===== src/rtl/bp_l15_inval_arbiter.sv =====
// L1.5 EVICT_REQ to dcache tag-invalidate return path, muxed with fill tag packets.
// Optional macro BP_L15_INVAL_ALL_WAY_EN enables the all-way invalidate walk.
module bp_l15_inval_arbiter #(
    parameter int lce_sets_p        = 64,
    parameter int lce_assoc_p       = 8,
    parameter int ptag_width_p      = 28,
    parameter int data_pkt_width_p  = 523,
    parameter int stat_pkt_width_p  = 11,
    localparam int sets_w_lp        = $clog2(lce_sets_p),
    localparam int way_w_lp         = $clog2(lce_assoc_p),
    localparam int tag_pkt_width_lp = sets_w_lp + way_w_lp + ptag_width_p + 5
) (
    input  logic                        clk_i,
    input  logic                        reset_n_i,
    input  logic                        l15_transducer_val,
    input  logic [3:0]                  l15_transducer_returntype,
    input  logic [11:0]                 l15_transducer_inval_address_15_4,
    input  logic                        l15_transducer_inval_dcache_inval,
    input  logic                        l15_transducer_inval_dcache_all_way,
    input  logic [1:0]                  l15_transducer_inval_way,
    output logic                        inval_l15_req_ack_o,
    input  logic [data_pkt_width_p-1:0] fill_data_pkt_i,
    input  logic                        fill_data_pkt_v_i,
    output logic                        fill_data_pkt_yumi_o,
    input  logic [tag_pkt_width_lp-1:0] fill_tag_pkt_i,
    input  logic                        fill_tag_pkt_v_i,
    output logic                        fill_tag_pkt_yumi_o,
    input  logic [stat_pkt_width_p-1:0] fill_stat_pkt_i,
    input  logic                        fill_stat_pkt_v_i,
    output logic                        fill_stat_pkt_yumi_o,
    output logic [data_pkt_width_p-1:0] data_mem_pkt_o,
    output logic                        data_mem_pkt_v_o,
    input  logic                        data_mem_pkt_yumi_i,
    output logic [tag_pkt_width_lp-1:0] tag_mem_pkt_o,
    output logic                        tag_mem_pkt_v_o,
    input  logic                        tag_mem_pkt_yumi_i,
    output logic [stat_pkt_width_p-1:0] stat_mem_pkt_o,
    output logic                        stat_mem_pkt_v_o,
    input  logic                        stat_mem_pkt_yumi_i,
    output logic                        inval_err_o
);

    localparam logic [3:0] EVICT_REQ = 4'b0011;

    typedef enum logic [1:0] {
        e_dcache_lce_tag_mem_set_clear,
        e_dcache_lce_tag_mem_invalidate,
        e_dcache_lce_tag_mem_set_tag,
        e_dcache_lce_tag_mem_set_state
    } tag_op_e;

    typedef struct packed {
        logic [sets_w_lp-1:0]    index;
        logic [way_w_lp-1:0]     way_id;
        logic [ptag_width_p-1:0] tag;
        logic [2:0]              state;
        tag_op_e                 opcode;
    } tag_pkt_s;

    typedef enum logic {e_idle, e_send} state_e;

    state_e               state_q;
    logic [way_w_lp-1:0]  way_q;
    logic [sets_w_lp-1:0] index_q;
    logic                 all_q;
    logic                 err_q;

    logic evict_v, accept, dcache_req, all_req, err_req;
    tag_pkt_s inval_pkt;

    logic unused_addr;
    assign unused_addr = ^l15_transducer_inval_address_15_4[5:0];

    assign data_mem_pkt_o       = fill_data_pkt_i;
    assign data_mem_pkt_v_o     = fill_data_pkt_v_i;
    assign fill_data_pkt_yumi_o = data_mem_pkt_yumi_i;
    assign stat_mem_pkt_o       = fill_stat_pkt_i;
    assign stat_mem_pkt_v_o     = fill_stat_pkt_v_i;
    assign fill_stat_pkt_yumi_o = stat_mem_pkt_yumi_i;

    assign evict_v    = l15_transducer_val
                      & (l15_transducer_returntype == EVICT_REQ);
    // A presented fill tag packet always wins; L1.5 keeps val high.
    assign accept     = reset_n_i & (state_q == e_idle)
                      & evict_v & ~fill_tag_pkt_v_i;
    assign dcache_req = l15_transducer_inval_dcache_inval
                      | l15_transducer_inval_dcache_all_way;
`ifdef BP_L15_INVAL_ALL_WAY_EN
    assign all_req = l15_transducer_inval_dcache_all_way;
    assign err_req = 1'b0;
`else
    assign all_req = 1'b0;
    assign err_req = l15_transducer_inval_dcache_all_way;
`endif

    assign inval_l15_req_ack_o = accept;
    assign inval_err_o         = err_q;

    always_comb begin
        inval_pkt        = '0;
        inval_pkt.index  = index_q;
        inval_pkt.way_id = way_q;
        inval_pkt.opcode = e_dcache_lce_tag_mem_invalidate;
        if (state_q == e_send) begin
            tag_mem_pkt_o       = inval_pkt;
            tag_mem_pkt_v_o     = 1'b1;
            fill_tag_pkt_yumi_o = 1'b0;
        end else begin
            tag_mem_pkt_o       = fill_tag_pkt_i;
            tag_mem_pkt_v_o     = fill_tag_pkt_v_i;
            fill_tag_pkt_yumi_o = tag_mem_pkt_yumi_i;
        end
    end

    always_ff @(posedge clk_i) begin
        if (!reset_n_i) begin
            state_q <= e_idle;
            way_q   <= '0;
            index_q <= '0;
            all_q   <= 1'b0;
            err_q   <= 1'b0;
        end else begin
            unique case (state_q)
                e_idle: begin
                    if (accept) begin
                        index_q <= l15_transducer_inval_address_15_4[11:6];
                        if (err_req) err_q <= 1'b1;
                        if (dcache_req) begin
                            way_q   <= all_req ? '0
                                     : {1'b0, l15_transducer_inval_way};
                            all_q   <= all_req;
                            state_q <= e_send;
                        end
                    end
                end
                e_send: begin
                    if (tag_mem_pkt_yumi_i) begin
                        if (all_q && (way_q != 3'd7)) begin
                            way_q <= way_q + 3'd1;
                        end else begin
                            state_q <= e_idle;
                        end
                    end
                end
                default: state_q <= e_idle;
            endcase
        end
    end

endmodule


===== config.mk =====
export PLATFORM = sky130hd
export DESIGN_NAME = bp_l15_inval_arbiter
export DESIGN_NICKNAME = d
export VERILOG_FILES = /design/src/rtl/bp_l15_inval_arbiter.sv
export SDC_FILE = /design/constraint.sdc
export NUM_CORES = 1
export LEC_CHECK = 0
export ABC_AREA = 1
export CAP_MARGIN = 0
export CORE_AREA = 2 2 466 468
export DETAILED_ROUTE_END_ITERATION = 10
export DIE_AREA = 0 0 468 470
export PLACE_DENSITY_LB_ADDON = 0.3
export SETUP_SLACK_MARGIN = 0.05
export SYNTH_ARGS = -nofsm -noshare
export SYNTH_HDL_FRONTEND = slang
export SYNTH_SLANG_ARGS = --single-unit
export TNS_END_PERCENT = 100

===== constraint.sdc =====
create_clock -name clk_i -period 2.5 [get_ports clk_i]
set_clock_uncertainty 0.05 [all_clocks]
set_input_delay 0.625 -clock clk_i [delete_from_list [all_inputs] [get_ports clk_i]]
set_output_delay 0.625 -clock clk_i [all_outputs]
set_load 0.1 [all_outputs]

==> metrics.txt, run 1 <==
WP data arrival 1680 ps; reg-to-reg startpoint state_q; largest family of logic cells by synthesized area buffers and inverters; Tcrit/Tclk final 94.00%; total chip power roughly 1.1 mW; max_cap viols 0; placed cell areas 6018 um2; DRT iter0 DRCs 117; r2r setup slk around 1000 ps; slowest cell on the critical path clkdlybuf4s50_1; crit path kind input pin to output pin; Hold Crit Start inval_err_o; Die ar. 220,000 um2; fmax 0.4255 GHz; fraction of synthesized area in multiplexers 0%; Non-Filler Instances roughly 3,100; asr flop ratio synth 0%; worst hold path cell count 2; CP peak stage delay 500 ps; TritonCTS clock tree yes; post-synthesis xor/xnor area fraction 0%; slew of the pin with the lowest slew margin around 400 ps; Routed Antenna Nets 0; DRT met1 WL approximately 8000 um; commonest non-fill, non-tap cells in the layout 60 x clkdlybuf4s50_1, 47 x inv_1, 46 x buf_12, 35 x nor2_2, 28 x nand2_1; drt pass-1 iters 4; CTS Buffer Depth 2; Area contributors post-synth buf_4 83%, dfxtp_1 4.1%, nor2_1 3.9%, inv_1 3.6%, nand2_1 2.2%; Synth top area share between 80% and 90%; die width between 400 and 500 um; via count between 2,000 and 3,000; worst r2r dst index_q[5]; complex-gate fraction of the synthesized area approximately 1.2%; status finished, final reports clean; Hold WC Path Type register to register; max-slew violations 0; post_cts resized 0; Crit path max-delay family buffers and inverters; Reg2Reg Depth 8; io pins ~1,200; clk_lat worst skew around 240 ps; Seq/Total Area, Yosys 4.109%; # port buffers 106; share of layout cells above drive strength 1 37.00%; commonest non-fill, non-tap cell in the layout clkdlybuf4s50_1; CP dominant cell by count nand2_2; peak supply drop between 200 and 250 uV; Final HPWL DP 140,700 um; WP buf/inv 3; number of synthesized flops with an enable pin 0; WL met2 just over 60,000 um; clock-pin slew on the worst setup and hold paths around 40 ps; first-pass GRT wire length approximately 150,000 um; Worst Hold Endpoint inval_err_o; Initial Util between 2 and 2.5%; endpoints failing hold 0; clk sink count 10; met3 WL between 60,000 and 70,000 um; Syn Inst Count roughly 700; Distinct cells, synth 18; H-tree depth 1; syn_area_per_cell just under 7 um2; gpl congestion 0.8568; Post-Syn Nets ~1,300; Wirelength per Cell approximately 45 um; initial antenna violation count 38; CTS Buf Count 3; drt total wl about 140,000 um; TNS Setup 0 ps; #FFs+latches synth 10; Overflow after GRT 0; core box area between 200,000 and 250,000 um2; RSZ-0062 raised after global routing false; Tmin final 2350 ps; clock root cell clkbuf_16; fin util around 2.8%; pwr/cell area between 150 and 200 nW/um2; fill count ~26,000; Rows 171; Leakage Power ~1.3 nW; CP endpoint kind output pin; Worst Setup Start Kind input pin; Setup Buffers After CTS 0; DRC viols 0; GRT Total Usage between 10% and 20%; CP Max Fanout 2; Required @ worst endpoint around 1800 ps; Die Span Y between 400 and 500 um; Top FF cell, synth dfxtp_1; largest net degree at the start of global routing 26; vias in the first global route roughly 2,500; Via-to-Cell Ratio between 0.8 and 0.9; Max-slew headroom between 70% and 80%; finished layout cell area between 6000 and 7000 um2; CTS hold repair buffers 0; Post-Syn Area 4872 um2; yosys warns 0; post-synth top area cell buf_4; nets slightly below 900; Synth Area in Adders 0%; simple-gate share of the synthesized area between 7 and 8%; # setup viols final 0; uppermost layer routed met5; crit-path cells clkdlybuf4s50_1, nand2_2, inv_2, nand2_2, nor2_2, buf_12; Area growth syn-to-layout 26.07%; dpl cells roughly 3,100
layout make-up:
type | instances | area [um2] | area share (%)
Multi-Input combinational cell | 98 | 491.7 | 8.006
Clock buffer | 4 | 88.84 | 1.446
Timing Repair Buffer | 113 | 1574 | 25.63
Inverter | 48 | 180.2 | 2.933
Sequential cell | 10 | 201.4 | 3.280
Tap cell | 2854 | 3571 | 58.14
Antenna cell | 14 | 35.03 | 0.5704
routing by layer:
metal  vias to the layer above  GRT usage (%)
li1                        689              -
met1                       751          1.809
met2                       911          19.26
met3                       260          28.01
met4                        30          3.710
met5                         -         0.1098
worst reg2reg max path: stages, from the launching register on:
cell     delay (ps)
dfxtp_2         310
buf_4           210
nor2_1          130
nand2_1          70
nor2_2          150
buf_4           210
inv_1           110
nor2_1          110
nor2_1           50
sequential cells by signal, indices dropped and copies added (netlist names):
signal,flops
way_q,2
inval_err_o,1
state_q,1
index_q,6
cells by family after synthesis:
| kind of cell | after synthesis |
|---|---|
| buffers and inverters | 594 |
| flip-flops | 10 |
| AO/OA/AOI/OAI | 10 |
| AND/OR/NAND/NOR | 88 |
synthesized netlist by cell type (2+ instances only):
library cell,number
nor2_1,51
buf_4,538
or2_2,2
o21ai_0,2
nand2_2,3
nand2_1,28
inv_1,47
nand3_1,3
buf_6,2
dfxtp_1,10
o21ai_1,5
clkbuf_1,5
power by group:
part	total (mW)	switching, mW	internal (mW)
Combinational	0.672	0.426	0.246
Clock	0.315	0.0745	0.240
Sequential	0.162	0.000485	0.161
Total	1.15	0.501	0.648
how the worst max path moves through the flow:
stage / from / cells after the start / endpoint
floorplan: state_q / 4 / tag_mem_pkt_o[33]
global placement: l15_transducer_returntype[3] / 5 / inval_l15_req_ack_o
detailed placement: reset_n_i / 6 / inval_l15_req_ack_o
CTS: reset_n_i / 6 / inval_l15_req_ack_o
global route: reset_n_i / 6 / inval_l15_req_ack_o
finish: reset_n_i / 6 / inval_l15_req_ack_o
metrics by stage:
step	hold slack [ps]	worst slack (ps)
after floorplan	414.8	-209.8
after global routing	448.9	103.5
after CTS	435.9	132.0
after detailed placement	423.2	142.9
after global placement	415.1	115.5
final	423.2	150.0
Note: power is estimated with default switching activity, not from simulation.
==> inputs of run 2 (changes only) <==
--- a/config.mk
+++ b/config.mk
@@ -7,11 +7,13 @@
 export LEC_CHECK = 0
 export ABC_AREA = 1
 export CAP_MARGIN = 0
-export CORE_AREA = 2 2 466 468
+export CORE_AREA = 2 2 460 462
 export DETAILED_ROUTE_END_ITERATION = 10
-export DIE_AREA = 0 0 468 470
+export DIE_AREA = 0 0 462 464
+export DONT_BUFFER_PORTS = 1
 export PLACE_DENSITY_LB_ADDON = 0.3
 export SETUP_SLACK_MARGIN = 0.05
+export SKIP_LAST_GASP = 1
 export SYNTH_ARGS = -nofsm -noshare
 export SYNTH_HDL_FRONTEND = slang
 export SYNTH_SLANG_ARGS = --single-unit
==> metrics.txt, run 2 (synthesized netlist as in run 1, its figures left out) <==
DRC viols 0; fmax ~0.46 GHz; H-tree depth 1; Largest Register index_q; Die Span Y 464 um; die width 462 um; largest net degree at the start of global routing 31; TritonCTS clock tree yes; io pins 1,189; CP Max Fanout 15; max-slew violations 0; peak supply drop 231.5 uV; endpoints failing hold 0; fill count between 20,000 and 30,000; Rows 168; Overflow after GRT 0; Wirelength per Cell around 45 um; post_cts resized 0; Tcrit/Tclk final ~87%; CTS hold repair buffers 0; CTS Buffer Depth 2; # port buffers 0; max_cap viols 0; Via-to-Cell Ratio a little under 0.8; drt pass-1 iters 4; drt total wl around 140,000 um; commonest non-fill, non-tap cell in the layout inv_1; clk sink count 10; WP data arrival between 1000 and 1500 ps; pwr/cell area ~190 nW/um2; Required @ worst endpoint around 1800 ps; max FFs per register 6; CP peak stage delay about 480 ps; CP Capture Point tag_mem_pkt_o[39]; CP endpoint kind output pin; crit path from state_q; clk_lat worst skew about 240 ps; TNS Setup 0 ps; total chip power between 0.9 and 1 mW; Final HPWL DP 135,800 um; Hold WC Path Type input pin to register; Die ar. around 210,000 um2; Worst Setup Start Kind register; clock root cell clkbuf_16; slew of the pin with the lowest slew margin 355.3 ps; Multi-input gate area slightly above 500 um2; register area between 200 and 250 um2; Area growth syn-to-layout 3.595%; Non-Filler Instances between 3,000 and 4,000; commonest non-fill, non-tap cells in the layout 47 x inv_1, 44 x buf_4, 34 x nor2_2, 28 x nand2_1, 17 x nor2_1; vias in the first global route 2,205; Routed Antenna Nets 0; r2r setup slk around 750 ps; core box area around 210,000 um2; slowest cell on the critical path dfxtp_4; share of layout cells above drive strength 1 48.84%; crit-path cells inv_1, buf_12, nand2_1, nand2_1, buf_12; Reg2Reg Depth 8; reg-to-reg startpoint state_q; GRT Total Usage between 10% and 20%; gpl congestion 0.8748; worst r2r dst index_q[1]; via count roughly 2,400; CTS Buf Count 3; clock-pin slew on the worst setup and hold paths roughly 40 ps; Initial Util between 2 and 2.5%; dpl cells about 3,000; status finished, final reports clean; pre-CTS WS about 550 ps; RSZ-0062 raised after global routing false; Tmin final roughly 2200 ps; Setup Buffers After CTS 0; crit path kind register to output pin; DRT iter0 DRCs ~170; top flop regs index_q: 6 flops, way_q: 2 flops; Leakage Power about 0.92 nW; placed cell areas 4949 um2; finished layout cell area ~5000 um2; post-route setup slack ~330 ps; initial antenna violation count 30; Max-slew headroom about 77%; first-pass GRT wire length roughly 140,000 um; # setup viols final 0; nets ~800
[run 2: critical path: cells and delay by family (launching register included)]
family / cells / cell delay, ps
buf+inv: 3 / 570
flops: 1 / 480
simple gates: 2 / 150
[run 2: routing by layer]
layer	global-route usage, %	vias to the layer above	part of all wire, %	wire length (um)
met5	1.606	-	0.55	759
met2	18.88	897	43	59340
met3	28.75	252	49	67630
met1	1.128	651	3.8	5193
met4	3.832	46	3.3	4495
li1	-	558	-	-
[run 2: final cells by class]
cell class | instances | area share [%]
tap | 2805 | 69.53
antenna | 4 | 0.1983
inverter | 48 | 3.570
timing repair buffer | 55 | 10.91
sequential | 10 | 4.041
clock buffer | 4 | 1.760
multi-input combinational | 98 | 9.990
[run 2: worst min path at each step]
stage               startpoint         end  slack, ps  depth (start not counted)
floorplan           index_q[0]  index_q[0]        410                          2
global placement    index_q[1]  index_q[1]        450                          2
detailed placement  index_q[1]  index_q[1]        440                          2
CTS                  reset_n_i  index_q[2]        450                          2
global route         reset_n_i  index_q[2]        460                          2
finish               reset_n_i  index_q[2]        450                          2
[run 2: per-stage QoR]
| step | hold slack, ps | util, % |
|---|---|---|
| final | 453.5 | 2.413 |
| after CTS | 449.6 | 2.408 |
| after global placement | 449.7 | 2.366 |
| after floorplan | 414.8 | - |
| after global routing | 463.1 | 2.411 |
| after detailed placement | 444.5 | 2.366 |
[run 2: power by group]
part	total, mW	switching, mW	leakage [nW]	internal [mW]
clock network	0.316	0.0755	0.0442	0.240
registers	0.161	0.000921	0.0814	0.160
logic	0.462	0.372	0.796	0.0897
total	0.939	0.449	0.922	0.490
==> inputs of run 3 (changes only) <==
--- a/config.mk
+++ b/config.mk
@@ -14,6 +14,7 @@
 export PLACE_DENSITY_LB_ADDON = 0.3
 export SETUP_SLACK_MARGIN = 0.05
 export SKIP_LAST_GASP = 1
+export SLEW_MARGIN = 0
 export SYNTH_ARGS = -nofsm -noshare
 export SYNTH_HDL_FRONTEND = slang
 export SYNTH_SLANG_ARGS = --single-unit
==> results of run 3 <==
No change in the layout: final DEF, timing and power equal those of run 2.
